## src/rtl/banco_registradores.sv

```systemverilog
// 32 x BITS integer register file: two combinational read ports with write bypass, one write port, pending scoreboard.
// Reads and flags are zero-latency and writes land on the next clk edge; there is no backpressure, and dependent reads stall via hazard.
module banco_registradores #(
    parameter int BITS = 64,
    parameter int REGS = 32,
    parameter int ADDR = 5
) (
    input  logic            clk,
    input  logic            rst_n,
    input  logic [ADDR-1:0] rs1,
    input  logic [ADDR-1:0] rs2,
    output logic [BITS-1:0] douta,
    output logic [BITS-1:0] doutb,
    input  logic            we,
    input  logic [ADDR-1:0] rd,
    input  logic [BITS-1:0] din,
    input  logic            res_en,
    input  logic [ADDR-1:0] res_addr,
    output logic            pendente_a,
    output logic            pendente_b,
    output logic            hazard
);

    logic [BITS-1:0] regs [REGS];
    logic [REGS-1:0] pend;

    logic wr_vld;
    logic res_vld;

    assign wr_vld  = we && (rd != '0);
    assign res_vld = res_en && (res_addr != '0);

    always_ff @(posedge clk or negedge rst_n) begin
        if (!rst_n) begin
            for (int i = 0; i < REGS; i++) begin
                regs[i] <= '0;
            end
        end else if (wr_vld) begin
            regs[rd] <= din;
        end
    end

    // A reserve in the same cycle as a write to that register wins: the new producer supersedes the old one.
    always_ff @(posedge clk or negedge rst_n) begin
        if (!rst_n) begin
            pend <= '0;
        end else begin
            pend[0] <= 1'b0;
            for (int i = 1; i < REGS; i++) begin
                if (res_vld && (res_addr == ADDR'(i))) begin
                    pend[i] <= 1'b1;
                end else if (wr_vld && (rd == ADDR'(i))) begin
                    pend[i] <= 1'b0;
                end
            end
        end
    end

    // Outputs are forced to zero while reset is held, so a bypassed din cannot leak through.
    assign douta = (!rst_n || rs1 == '0) ? '0 :
                   (we && rd == rs1)     ? din : regs[rs1];
    assign doutb = (!rst_n || rs2 == '0) ? '0 :
                   (we && rd == rs2)     ? din : regs[rs2];

    assign pendente_a = rst_n && pend[rs1] &&
                        !(we && rd == rs1 && !(res_en && res_addr == rs1));
    assign pendente_b = rst_n && pend[rs2] &&
                        !(we && rd == rs2 && !(res_en && res_addr == rs2));
    assign hazard     = pendente_a || pendente_b;

endmodule

```

## config.mk

```make
export PLATFORM = sky130hd
export DESIGN_NAME = banco_registradores
export DESIGN_NICKNAME = d
export VERILOG_FILES = /design/src/rtl/banco_registradores.sv
export SDC_FILE = /design/constraint.sdc
export NUM_CORES = 2
export LEC_CHECK = 0
export BUFFER_PORTS_ARGS = -buffer_cell sky130_fd_sc_hd__buf_4
export CAP_MARGIN = 20
export CORE_ASPECT_RATIO = 1.4
export CORE_MARGIN = 2
export CORE_UTILIZATION = 50
export CTS_BUF_LIST = sky130_fd_sc_hd__clkbuf_8
export CTS_CLUSTER_SIZE = 8
export DETAILED_ROUTE_END_ITERATION = 16
export PLACE_DENSITY = 0.66
export SETUP_SLACK_MARGIN = 0.15
export SYNTH_ARGS = -nofsm -noshare
export SYNTH_HDL_FRONTEND = slang
export SYNTH_SLANG_ARGS = --single-unit
```

## constraint.sdc

```tcl
create_clock -name clk -period 3.6 [get_ports clk]
set_input_delay 0.54 -clock clk [delete_from_list [all_inputs] [get_ports clk]]
set_output_delay 0.54 -clock clk [all_outputs]
set_load 0.02 [all_outputs]
```

## Yosys cells after proc, flatten, opt, wreduce, memory -nomap -nowiden

Index checks and enable logic that the tools add are counted.

| storage, ports and cells | value |
|---|---|
| word-level logic and storage cells | 335 |
| bits of input ports | 88 |
| flip-flop bits (word level) | 2,079 |

| operators by class | value |
|---|---|
| reductions and logical operators | 118 |
| magnitude comparators | 6 |
| equal/unequal tests | 66 |
| mux-type cells | 79 |
| bitwise logic cells | 3 |

Operators with widths:

| operator | number |
|---|---|
| 2048-bit bitwise mux | 1 |
| 64-bit binary-select mux with 5-bit select | 2 |
| 64-bit two-way mux | 9 |
| 64-bit demux with 5-bit select | 1 |
| 5-bit == test, second input constant | 32 |
| 5-bit by 4-bit == test with 1-bit output, second input constant | 16 |
| 1-bit logical AND | 75 |
| 1-bit two-way mux | 64 |
| 2-bit nonzero test | 31 |
| 5-bit by 3-bit == test with 1-bit output, second input constant | 8 |
| 5-bit by 2-bit == test with 1-bit output, second input constant | 4 |
| 5-bit == test | 4 |
| 6-bit >= comparator, second input constant | 3 |
| 5-bit inverter with 6-bit output | 3 |
| 5-bit by 6-bit less-than comparator with 1-bit output, second input constant | 2 |
| 1-bit binary-select mux with 5-bit select | 2 |
| 5-bit by 1-bit == test with 1-bit output, second input constant | 2 |
| 5-bit zero test | 2 |
| 5-bit nonzero test | 2 |
| 6-bit by 1-bit less-than comparator with 1-bit output, second input constant | 1 |
| 1-bit zero test | 5 |
| 1-bit logical OR | 3 |

## Depth between registers and ports, before layout

| logic depth | value |
|---|---|
| word-level depth | 7 |
| mapped depth | 10 |

## Worst setup path before layout

OpenSTA, ideal clock, no wires.

| timing path | value |
|---|---|
| path type | input-to-output |
| start point | in rs2[1] |
| end point | out doutb[13] |
| arrival time | 2.583 ns |
| buffers on the path | 5 |
| path slack | 0.477 ns |
| stages | 8 |
| cells stage by stage | buf_4 > buf_4 > buf_6 > buf_2 > clkbuf_1 > mux4_2 > o22ai_1 > o41ai_1 |

| between the ends | value |
|---|---|
| longest elaborated chain between the ends | 6 |
| elaborated cells on any way between the ends | 10 |
| those cells by class | eq/ne: 1; mux: 5; bitwise: 1; reduce/logical: 3 |

Ends and longest elaborated chain:

| what | line | RTL |
|---|---|---|
| start: declaration | 11 | `input logic [ADDR-1:0] rs2,` |
| 5-bit inverter with 6-bit output (implied by the code) | 63 | `(we && rd == rs2) ? din : regs[rs2];` |
| 64-bit binary-select mux with 5-bit select | 63 |  |
| 64-bit two-way mux (implied by the code) (2 in series) | 63 |  |
| 64-bit two-way mux | 63 |  |
| 64-bit two-way mux * | 62 | `assign doutb = (!rst_n \|\| rs2 == '0) ? '0 :` |
| end: declaration | 13 | `output logic [BITS-1:0] doutb,` |

Every way passes the cells marked *; elsewhere a longest branch is shown, timed or not. The select of a mux whose other input is x is not followed.

## Worst setup path after layout

| timing path | value |
|---|---|
| start point | in rs2[0] |
| end point | out doutb[18] |

The elaborated chain is that of the path after synthesis.

==> flow_summary.json <==
{
  "whs_endpoint": "regs[1636]",
  "timing.rr.end": "regs[830]",
  "drv_cap": 0,
  "place.gp.congestion": 0.838,
  "slew_violations": 0,
  "worstHoldPathType": "input port to flop",
  "synth_area_um2": 110000,
  "synthArstFlopShare": 1.00,
  "synth_compound_area_frac": 0.0238,
  "reg2reg_depth": 3,
  "synth_adder_area_share": 0,
  "routed_via_density": 6.87,
  "start_util": 0.503,
  "start_kind": "input port",
  "drive_above_1_share": 0.612,
  "firstDrtPassIters": 5,
  "crit_arrival_ns": 2.93,
  "hold_viol": 0,
  "ant_nets": 0,
  "coreArea_um2": 218000,
  "clock_path_buffers": 4,
  "grt_start_max_net_pins": 162,
  "fmax_mhz": 289,
  "critPathKind": "input port to output port",
  "synth_warnings": 0,
  "insertion_delay_ns": 0.94,
  "fin_nets": 7183,
  "ctsHtreeMaxLevel": 5,
  "swShare": 0.279,
  "io_pins": 219,
  "route.detailed.drc": 0,
  "synth_flop_cell": "dfrtp_1",
  "cp_slowest_cell": "o41ai_1",
  "crit_fanout": 21,
  "hold_path_depth": 2,
  "numCtsBuffers": 337,
  "synth_edf_count": 0,
  "synthSimpleGateAreaFrac": 0.0142,
  "drt_wl_total_um": 345000,
  "vias": 69946,
  "syn_nets": 6989,
  "postSynthCellCount": 6901,
  "grt_pass1_vias": 73472,
  "total_power_mw": 65.8,
  "ir_drop_v": 0.000288,
  "clkPwrFrac": 0.305,
  "grt_first_pass_wirelength_um": 508000,
  "ys_seq_elements": 2079,
  "synth_top_family_by_area": "multiplexers",
  "pwr-share-comb": 0.222,
  "cts-root-buf": "clkbuf_8",
  "seq_power_share": 0.473,
  "die_width_um": 400,
  "p_per_area_nw_per_um2": 526,
  "period_minus_slack_ns": 3.47,
  "die_h_um": 559,
  "portBuffers": 218,
  "intPower_mw": 47.4,
  "worstHoldStart": "din[36]",
  "overflow": 0,
  "finClkSkew_ns": 0,
  "place_hpwl_um": 198000,
  "ff2ff_setup_slack_ns": 2.59,
  "synth.distinct_cells": 49,
  "syn_to_final_growth_pct": 13.7,
  "cpPeakStageDelay_ns": 0.75,
  "crit_required_ns": 3.06,
  "finalCritPeriodShare": 0.963,
  "antenna_found_initial": 15,
  "drtIter0Drc": 6786,
  "grt_use_total": 0.309,
  "crit_chain": "buf_12 -> xnor2_1 -> nand4_1 -> or2_2 -> nand2b_4 -> buf_6 -> o41ai_1 -> buf_4",
  "rows": 203,
  "cts_tree": "built",
  "cts.sinks": 2079,
  "clkTransAtPathRegs_ns": 0.06,
  "dieArea_um2": 224000,
  "ys_seq_area_frac": 0.473,
  "muxShareOfSynthArea": 0.453,
  "power_switching_mw": 18.3,
  "worstMarginPinSlew_ns": 1.18,
  "wl_per_cell_um": 33.9,
  "rsz0062_at_grt": "yes",
  "leakagePower_nw": 53.9,
  "finalSetupViolations": 0,
  "cp-end-kind": "output port",
  "hold_ws_ns": 0.0783,
  "status": "finished clean",
  "syn_avg_cell_area_um2": 15.9,
  "worstReg2RegStart": "regs[830]",
  "slew_headroom": 0.214,
  "synth-xor-area-share": 0.00159
}
-- Yosys cell counts (all sizes together), types with 2 or more instances --
master	count	area [um^2]
dfrtp	2079	52000
mux2	1988	22400
mux4	1194	26900
clkbuf	504	1890
buf	326	1810
nand2	201	754
o22ai	131	820
nor2	97	379
o41ai	64	561
a22oi	60	450
mux2i	50	500
o21ai	42	214
a221oi	27	236
a22o	13	114
nor3	12	60.1
xor2	12	105
nor2b	10	62.6
inv	9	33.8
nand3	8	40.0
xnor2	8	70.1
nand2b	7	43.8
a211oi	6	45.0
nand3b	6	45.0
nor3b	5	37.5
o221ai	5	43.8
or2	5	31.3
a32o	4	40.0
nor4	4	25.0
o221a	4	45.0
and3	3	18.8
nand4	3	18.8
a21oi	2	10.0
clkinv	2	7.51
or4	2	15.0
-- worst max-delay path, delay by kind of cell --
| family | cells | cell delay [ns] |
|---|---|---|
| AOI/OAI and AO/OA | 1 | 0.75 |
| xor gates and xnor gates | 1 | 0.13 |
| buffers and inverters | 3 | 0.84 |
| and+or+nand+nor | 3 | 0.55 |
-- layer usage --
metal	part of all wire	GRT usage
met1	0.41	0.428
met2	0.48	0.491
met3	0.082	0.0609
met4	0.037	0.107
met5	0.00036	0
-- worst max-delay path by stage --
stage / startpoint / to
2_1_floorplan: rs2[1] / doutb[13]
3_5_place_dp: rs2[0] / doutb[9]
5_1_grt: regs[862] / douta[30]
3_3_place_gp: rs2[0] / doutb[21]
4_1_cts: regs[543] / doutb[31]
6_report: rs2[0] / doutb[18]
-- area by class of cell --
type | instances | area, um^2
inverters | 11 | 48.8
flip-flops and latches | 2079 | 52000
clock inverters | 132 | 579
fillers | 17103 | 93500
diodes | 4 | 10.0
multi-input cells | 3981 | 55200
clock buffers | 420 | 5780
well taps | 2870 | 3590
repair buffers | 685 | 7650
-- layout by cell type, fill, tap and decap left out, drive strengths merged, types with 10 or more instances in the layout --
| cell | count |
|---|---|
| dfrtp | 2079 |
| mux2 | 1988 |
| mux4 | 1194 |
| buf | 659 |
| clkbuf | 426 |
| nand2 | 201 |
| o22ai | 131 |
| inv | 128 |
| nor2 | 97 |
| o41ai | 64 |
| a22oi | 60 |
| mux2i | 50 |
| o21ai | 42 |
| a221oi | 27 |
| dlygate4sd3 | 19 |
| a22o | 13 |
| xor2 | 12 |
| nor3 | 12 |
| nor2b | 10 |
| clkinv | 10 |
-- what timing repair did --
action	in CTS	in global routing
endpoints found under the setup margin	94	67
gates resized for setup	163	69
buffers inserted	6	11
pin swaps	76	35
hold endpoints to repair	354	0
gates cloned	0	5
hold buffers	25	0
-- state kept, by name, summed over array words and instances, names as in the netlist --
name,cells
pend,31
regs,2048
-- cell families after synthesis --
logic type                count (synthesis)
AOI/OAI and AO/OA                       362
xor gates and xnor gates                 20
buffers and inverters                   841
DFF                                    2079
muxes                                  3232
and+or+nand+nor                         367
-- stage by stage --
step | cells | instance area (um^2) | setup slack [ns] | util | setup TNS (ns)
4_1_cts | 10161 | 124000 | 0.0405 | 0.569 | 0
3_3_place_gp | 9578 | 117000 | -0.146 | 0.535 | -0.529
3_5_place_dp | 9578 | 117000 | -0.141 | 0.535 | -0.451
2_1_floorplan | 6901 | 110000 | 0.477 | - | 0
6_report | 10182 | 125000 | 0.134 | 0.572 | 0
5_1_grt | 10179 | 125000 | 0.0668 | 0.572 | 0
-- power by group through the flow --
stage | sequential (mW) | clock [mW] | combinational, mW
floorplan | 30.2 | 0 | 10.8
global placement | 31.0 | 0 | 13.9
detailed placement | 31.4 | 0 | 14.2
CTS | 31.0 | 20.4 | 14.5
global route | 31.6 | 21.5 | 15.5
finish | 31.1 | 20.0 | 14.6
Note: power is estimated with default switching activity, not from simulation.
